File: src/rtl/proc_sequencer.sv
// proc_sequencer: feeds a loadable 9-bit program to the DIN/Run/Done processor, one word at a time.
module proc_sequencer #(
    parameter int         DEPTH     = 32,
    parameter int         AW        = 5,
    parameter logic [2:0] MVI_OP    = 3'b001,
    parameter logic [8:0] HALT_WORD = 9'h1FF,
    parameter int         TIMEOUT   = 15
) (
    input  logic          Clock,
    input  logic          Reset,
    input  logic          LdEn,
    input  logic [AW-1:0] LdAddr,
    input  logic [8:0]    LdData,
    input  logic          Start,
    input  logic          Done,
    output logic [8:0]    DIN,
    output logic          Run,
    output logic [AW-1:0] PC,
    output logic          Busy,
    output logic          Finished,
    output logic          Error
);
    localparam int CW = $clog2(TIMEOUT + 1);
    localparam logic [AW-1:0] LAST = AW'(DEPTH - 1);

    typedef enum logic [2:0] {IDLE, ISSUE, IMM, WAIT, FINISH, ERR} state_t;

    state_t        state_q, state_d;
    logic [AW-1:0] pc_q, pc_d;
    logic [CW-1:0] cnt_q, cnt_d;
    logic [8:0]    mem_q [DEPTH];
    logic [8:0]    cur, nxt;
    logic          is_mvi, past_end, adv;

    assign cur      = mem_q[pc_q];
    assign nxt      = mem_q[pc_q + AW'(1)];
    assign is_mvi   = cur[8:6] == MVI_OP;
    assign past_end = pc_q == (is_mvi ? LAST - AW'(1) : LAST);
    assign PC       = pc_q;

    always_ff @(posedge Clock) begin
        if (Reset) begin
            state_q <= IDLE;
            pc_q    <= '0;
            cnt_q   <= '0;
        end else begin
            state_q <= state_d;
            pc_q    <= pc_d;
            cnt_q   <= cnt_d;
        end
    end

    // Program memory is not reset; writes are locked out while a program runs.
    always_ff @(posedge Clock) begin
        if (LdEn && !Busy) mem_q[LdAddr] <= LdData;
    end

    always_comb begin
        state_d = state_q;
        pc_d    = pc_q;
        cnt_d   = '0;
        adv     = 1'b0;
        case (state_q)
            ISSUE: state_d = cur == HALT_WORD ? FINISH : (is_mvi ? IMM : WAIT);
            IMM: begin
                if (pc_q == LAST) state_d = ERR;
                else if (Done) adv = 1'b1;
                else state_d = WAIT;
            end
            WAIT: begin
                cnt_d = cnt_q + CW'(1);
                if (Done) adv = 1'b1;
                else if (cnt_d == CW'(TIMEOUT)) state_d = ERR;
            end
            default: begin
                if (Start) begin
                    state_d = ISSUE;
                    pc_d    = '0;
                end
            end
        endcase
        // Advancing beyond the last word ends the run; PC stays on the final instruction.
        if (adv) begin
            state_d = past_end ? FINISH : ISSUE;
            pc_d    = past_end ? pc_q : pc_q + (is_mvi ? AW'(2) : AW'(1));
        end
    end

    always_comb begin
        Run      = state_q == ISSUE && cur != HALT_WORD;
        DIN      = Run ? cur : (state_q == IMM ? nxt : '0);
        Busy     = state_q == ISSUE || state_q == IMM || state_q == WAIT;
        Finished = state_q == FINISH;
        Error    = state_q == ERR;
    end
endmodule
File: config.mk
export PLATFORM = sky130hd
export DESIGN_NAME = proc_sequencer
export DESIGN_NICKNAME = d
export VERILOG_FILES = /design/src/rtl/proc_sequencer.sv
export SDC_FILE = /design/constraint.sdc
export NUM_CORES = 1
export LEC_CHECK = 0
export BUFFER_PORTS_ARGS = -buffer_cell sky130_fd_sc_hd__buf_2
export CAP_MARGIN = 20
export CORE_UTILIZATION = 44
export CTS_CLUSTER_SIZE = 25
export DETAILED_ROUTE_END_ITERATION = 10
export PLACE_DENSITY_LB_ADDON = 0.05
export SKIP_CTS_REPAIR_TIMING = 1
export SYNTH_ARGS = -nofsm -noshare
export SYNTH_HDL_FRONTEND = slang
export SYNTH_SLANG_ARGS = --single-unit
File: constraint.sdc
create_clock -name Clock -period 4.6 [get_ports Clock]
set_input_delay 0.69 -clock Clock [delete_from_list [all_inputs] [get_ports Clock]]
set_output_delay 0.69 -clock Clock [all_outputs]
set_load 0.005 [all_outputs]
---- Word-level counts from Yosys, hierarchy flattened ----
Memories as Yosys holds them, arrays and structs flattened. A register that Yosys moved wholly into a read port is not among the register bits.
Index checks and enable logic that the tools add are counted.
storage, ports and cells
  register bits ........................... 12
  bits in writable memories ............... 288
  output and inout port bits .............. 18
  memories ................................ 1
cells by class
  add/subtract/negate cells ............... 3
  equal/unequal tests ..................... 16
  multiplexer cells ....................... 25
  bitwise logic cells ..................... 1
  reduce and logical (&&, ||, !) cells .... 11
memories
  memory  words  bits a word  read ports  clocked after memory_dff  wr ports  RTL line  source
  mem_q   32     9            2           1                         1         31        logic [8:0] mem_q [DEPTH];
operators with widths
  cell                   number
  $mux W5                6
  $mux W3                8
  $mux W9                2
  $eq A9 B9 Y1 const B   1
  $ne A9 B9 Y1 const B   1
  $pmux W3 S3            1
  $eq A3 B1 Y1 const B   2
  $eq A3 B2 Y1 const B   2
  $eq A3 B3 Y1 const B   2
  $mux W1                6
  $ne A3 B3 Y1 const B   2
  $add A5 B1 Y5 const B  1
  $add A5 B2 Y5          1
  $eq A5 B5 Y1           1
  $eq A5 B5 Y1 const B   1
  $reduce_bool A5 Y1     1
  $add A4 B1 Y4 const B  1
  $eq A4 B4 Y1 const B   1
  $ne A4 B4 Y1 const B   1
  $reduce_and A4 Y1      1
  $reduce_and A3 Y1      1
  $reduce_or A3 Y1       1
  $logic_and A1 B1 Y1    2
  $logic_or A1 B1 Y1     2
  8 further kinds        8

---- Depth between registers and ports, before layout ----
  depth in word-level cells ............... 7
  gate-level depth with buffers ........... 15
  depth with buffers taken out ............ 11

---- Worst setup path after synthesis ----
Ideal clock, no wire load.
  path kind ............................... reg-to-output
  start point ............................. reg pc_q[1], in the netlist PC[1]
  end point ............................... out DIN[0]
  arrival time ............................ 2.825 ns
  data required time ...................... 3.910 ns
  slack ................................... 1.085 ns
  cell stages (with the launch flop) ...... 9
  buffers on the path ..................... 3
  cell sequence ........................... dfxtp_1 > ha_1 > buf_2 > clkbuf_1 > buf_2 > mux4_2 > mux4_2 > mux2i_1 > o22ai_1
between the ends
  cells in the longest elaborated chain, start to end .. 4
RTL lines
  element                 RTL line  source
  start, declared         29        logic [AW-1:0] pc_q, pc_d;
  start signal, assigned  48        pc_q <= pc_d;
  $add A5 B1 Y5           36        assign nxt = mem_q[pc_q + AW'(1)];
  $mem_v2 Z32 W9          n/a
  $mux W9 (2 in series)   91        DIN = Run ? cur : (state_q == IMM ? nxt : '0);
  end, declared           16        output logic [8:0] DIN,
No other way between the ends.

==> results.yml <==
synth:
  syn-num-nets: 755
  avgSynthCellArea_um2: 20.0
  ys_async_sr_fraction_pct: 0
  yosysUniqueCellTypes: 51
  synth_enable_flop_cells: 288
  ys_ff_latch: 305
  ys_seq_area_share_pct: 61.6
  synth-main-ff-cell: "edfxtp_1"
  yosys.area.top_type: "edfxtp_1"
  yosys-top-cells-count: "288 x edfxtp_1, 151 x mux4_2, 52 x nor2_1, 32 x mux2i_1, 20 x mux4_1"
  synth_most_common_cell: "edfxtp_1"
  yosys_warnings: 0
  synth_area_um2: 14600
  synth_cells: 729
  netlist.area_leader.share_pct: 59.2
  synth_area_leaders: "edfxtp_1 59%, mux4_2 23%, mux4_1 3.6%, dfxtp_1 2.3%, mux2i_1 2.2%"
route:
  drtIter0Drc: 823
  ant_nets: 0
  routed_wl_mm: 39.5
  first_pass_iters: 5
  vias: 7915
  wl_per_cell_um: 31.3
  via_per_inst: 6.27
  drc_errors: 0
power_and_ir_drop:
  power_density_nw_per_um2: 417
  clock_power_share_pct: 39.3
  swShare_pct: 24.0
  power_switching_mw: 1.66
  vdd_ir_drop_max_v: 0.000302
  p_comb_share_pct: 15.6
  seqPwrFrac_pct: 45.0
  internal_power_mw: 5.25
  p_leak_nw: 5.12
worst_setup_path:
  crit_arrival_ns: 3.81
  cp_max_fo: 25
  reg2reg_depth: 11
  path_class: "register to primary output"
  start_kind: "register"
  worstPathRequired_ns: 3.91
  end_kind: "primary output"
placement:
  gp_congestion: 0.971
  dp_hpwl_mm: 25.0
  dp_worst_setup_slack_ns: 0.189
  io_buffers: 36
sta:
  rsz0062_at_grt: "false"
  setup_viol: 0
  maxSlewViolCount: 0
  max_slew_margin_pct: 28.5
  worst_slew_pin_slew_ns: 1.07
  post-route-period-util_pct: 97.8
  fmax_ghz: 0.222
  fin_setup_tns_ns: 0
  hold_violations: 0
  finalClockSkew_ns: 0.0172
  setup_slack_ns: 0.101
  period_minus_slack_ns: 4.50
floorplan:
  die_area_um2: 33900
  fp-row-count: 66
  coreArea_um2: 32600
  ios: 37
  initial_core_util_pct: 44.8
  die_w_um: 184
  die_y_um: 184
grt:
  grt_pass1_vias: 8221
  grt_pass1_wl_mm: 56.9
  grt_start_max_net_pins: 55
  grt_use_total_pct: 24.1
  gr-total-overflow: 0
  antenna_found_initial: 0
clocking:
  cts.sinks: 305
  clock_latency_ns: 0.51
  clkSlewWorstSetupHoldPaths_ns: 0.06
  cts_tree: "built"
  cts_buffers: 36
  htree_levels: 2
  cts-root-buf: "clkbuf_16"
  ctsLongestPathBuffers: 3
layout:
  layout-drive-gt1-share_pct: 37.0
  antenna_cells: 0
  syn_to_final_growth_pct: 13.5
  nNetsFinal: 823
run:
  cap_violations: 0
min_path:
  min_delay_path_depth: 2
  hp-class: "primary input to register"
run_status:
  status: "completed"
per-stage QoR:
stage | instances | util [%] | hold slack [ns] | area, um^2 | total power [mW]
after floorplan | 729 | - | 0.446 | 14600 | 3.92
after global placement | 1200 | 47.2 | 0.460 | 15400 | 4.24
after detailed placement | 1200 | 47.2 | 0.488 | 15400 | 4.25
after CTS | 1262 | 50.6 | 0.383 | 16500 | 6.97
after global routing | 1263 | 50.8 | 0.393 | 16600 | 7.13
final | 1263 | 50.8 | 0.410 | 16600 | 6.91
logic make-up (layout without fill, tap and decap cells):
family                   after synthesis  count (layout)  synth area share (%)
AO/OA/AOI/OAI                         38              38                  1.81
flip-flops                           305             305                  61.6
buffers and inverters                 57             149                  2.66
adder cells (fa/ha/maj)                7               7                 0.651
AND/OR/NAND/NOR                      109             109                  3.58
XOR/XNOR                               7               7                 0.420
multiplexers                         206             206                  29.3
critical path, cell delays in order (launching register included):
cell and delay (ns):
dfxtp_4 0.62, buf_12 0.26, mux4_1 0.61, mux4_2 0.48, mux2i_2 0.40, or4_4 0.26, o21ai_0 0.26, a21oi_1 0.24
buf_2 0.14
cell usage in the layout (no fill, tap or decap), drive strengths merged, types with 3 or more instances in the layout:
cell / instances
nor2: 52
buf: 76
a21oi: 10
clkbuf: 47
edfxtp: 288
nand2b: 4
nand3b: 5
clkinv: 10
nand3: 12
mux2: 3
mux4: 171
nand2: 16
bufinv: 3
o22ai: 8
dfxtp: 17
mux2i: 32
nor3: 5
xor2: 6
ha: 6
o21ai: 7
inv: 12
nor2b: 6
area by class of cell:
cell class / instances / area [um^2]
clock buffer: 47 / 963
clock inverter: 15 / 151
fill: 2615 / 16100
inverter: 11 / 41.3
multi-input combinational: 367 / 5300
sequential: 305 / 9000
tap: 442 / 553
timing repair buffer: 76 / 559
worst paths after layout:
kind | start | endpoint | slack, ns
max | register | DIN[5] | 0.10
min | Reset | state_q[0]$_SDFFE_PP0P_ | 0.41
max reg2reg | register | state_q[0]$_SDFFE_PP0P_ | 0.39
min reg2reg | cnt_q[0]$_SDFF_PP0_ | cnt_q[0]$_SDFF_PP0_ | 0.49
sequential cells by signal (all words and copies together), names as in the netlist, named ones only:
name	cells
cnt_q	4
mem_q	288
PC	5
state_q	3
layer usage:
metal,up-vias,wire (um),part of all wire (%),track usage [%]
li1,3270,-,-,-
met1,4211,16600,42,33.6
met2,366,18800,47,37.8
met3,68,3090,7.8,5.49
met4,0,1100,2.8,7.50
met5,-,0,0,0
power by group through the flow:
stage	registers [mW]	clock network [mW]	logic, mW
2_1_floorplan	3.14	0	0.785
3_3_place_gp	3.17	0	1.07
3_5_place_dp	3.17	0	1.08
4_1_cts	3.11	2.78	1.08
5_1_grt	3.12	2.87	1.15
6_report	3.11	2.72	1.08
(Power assumes the default switching activity.)
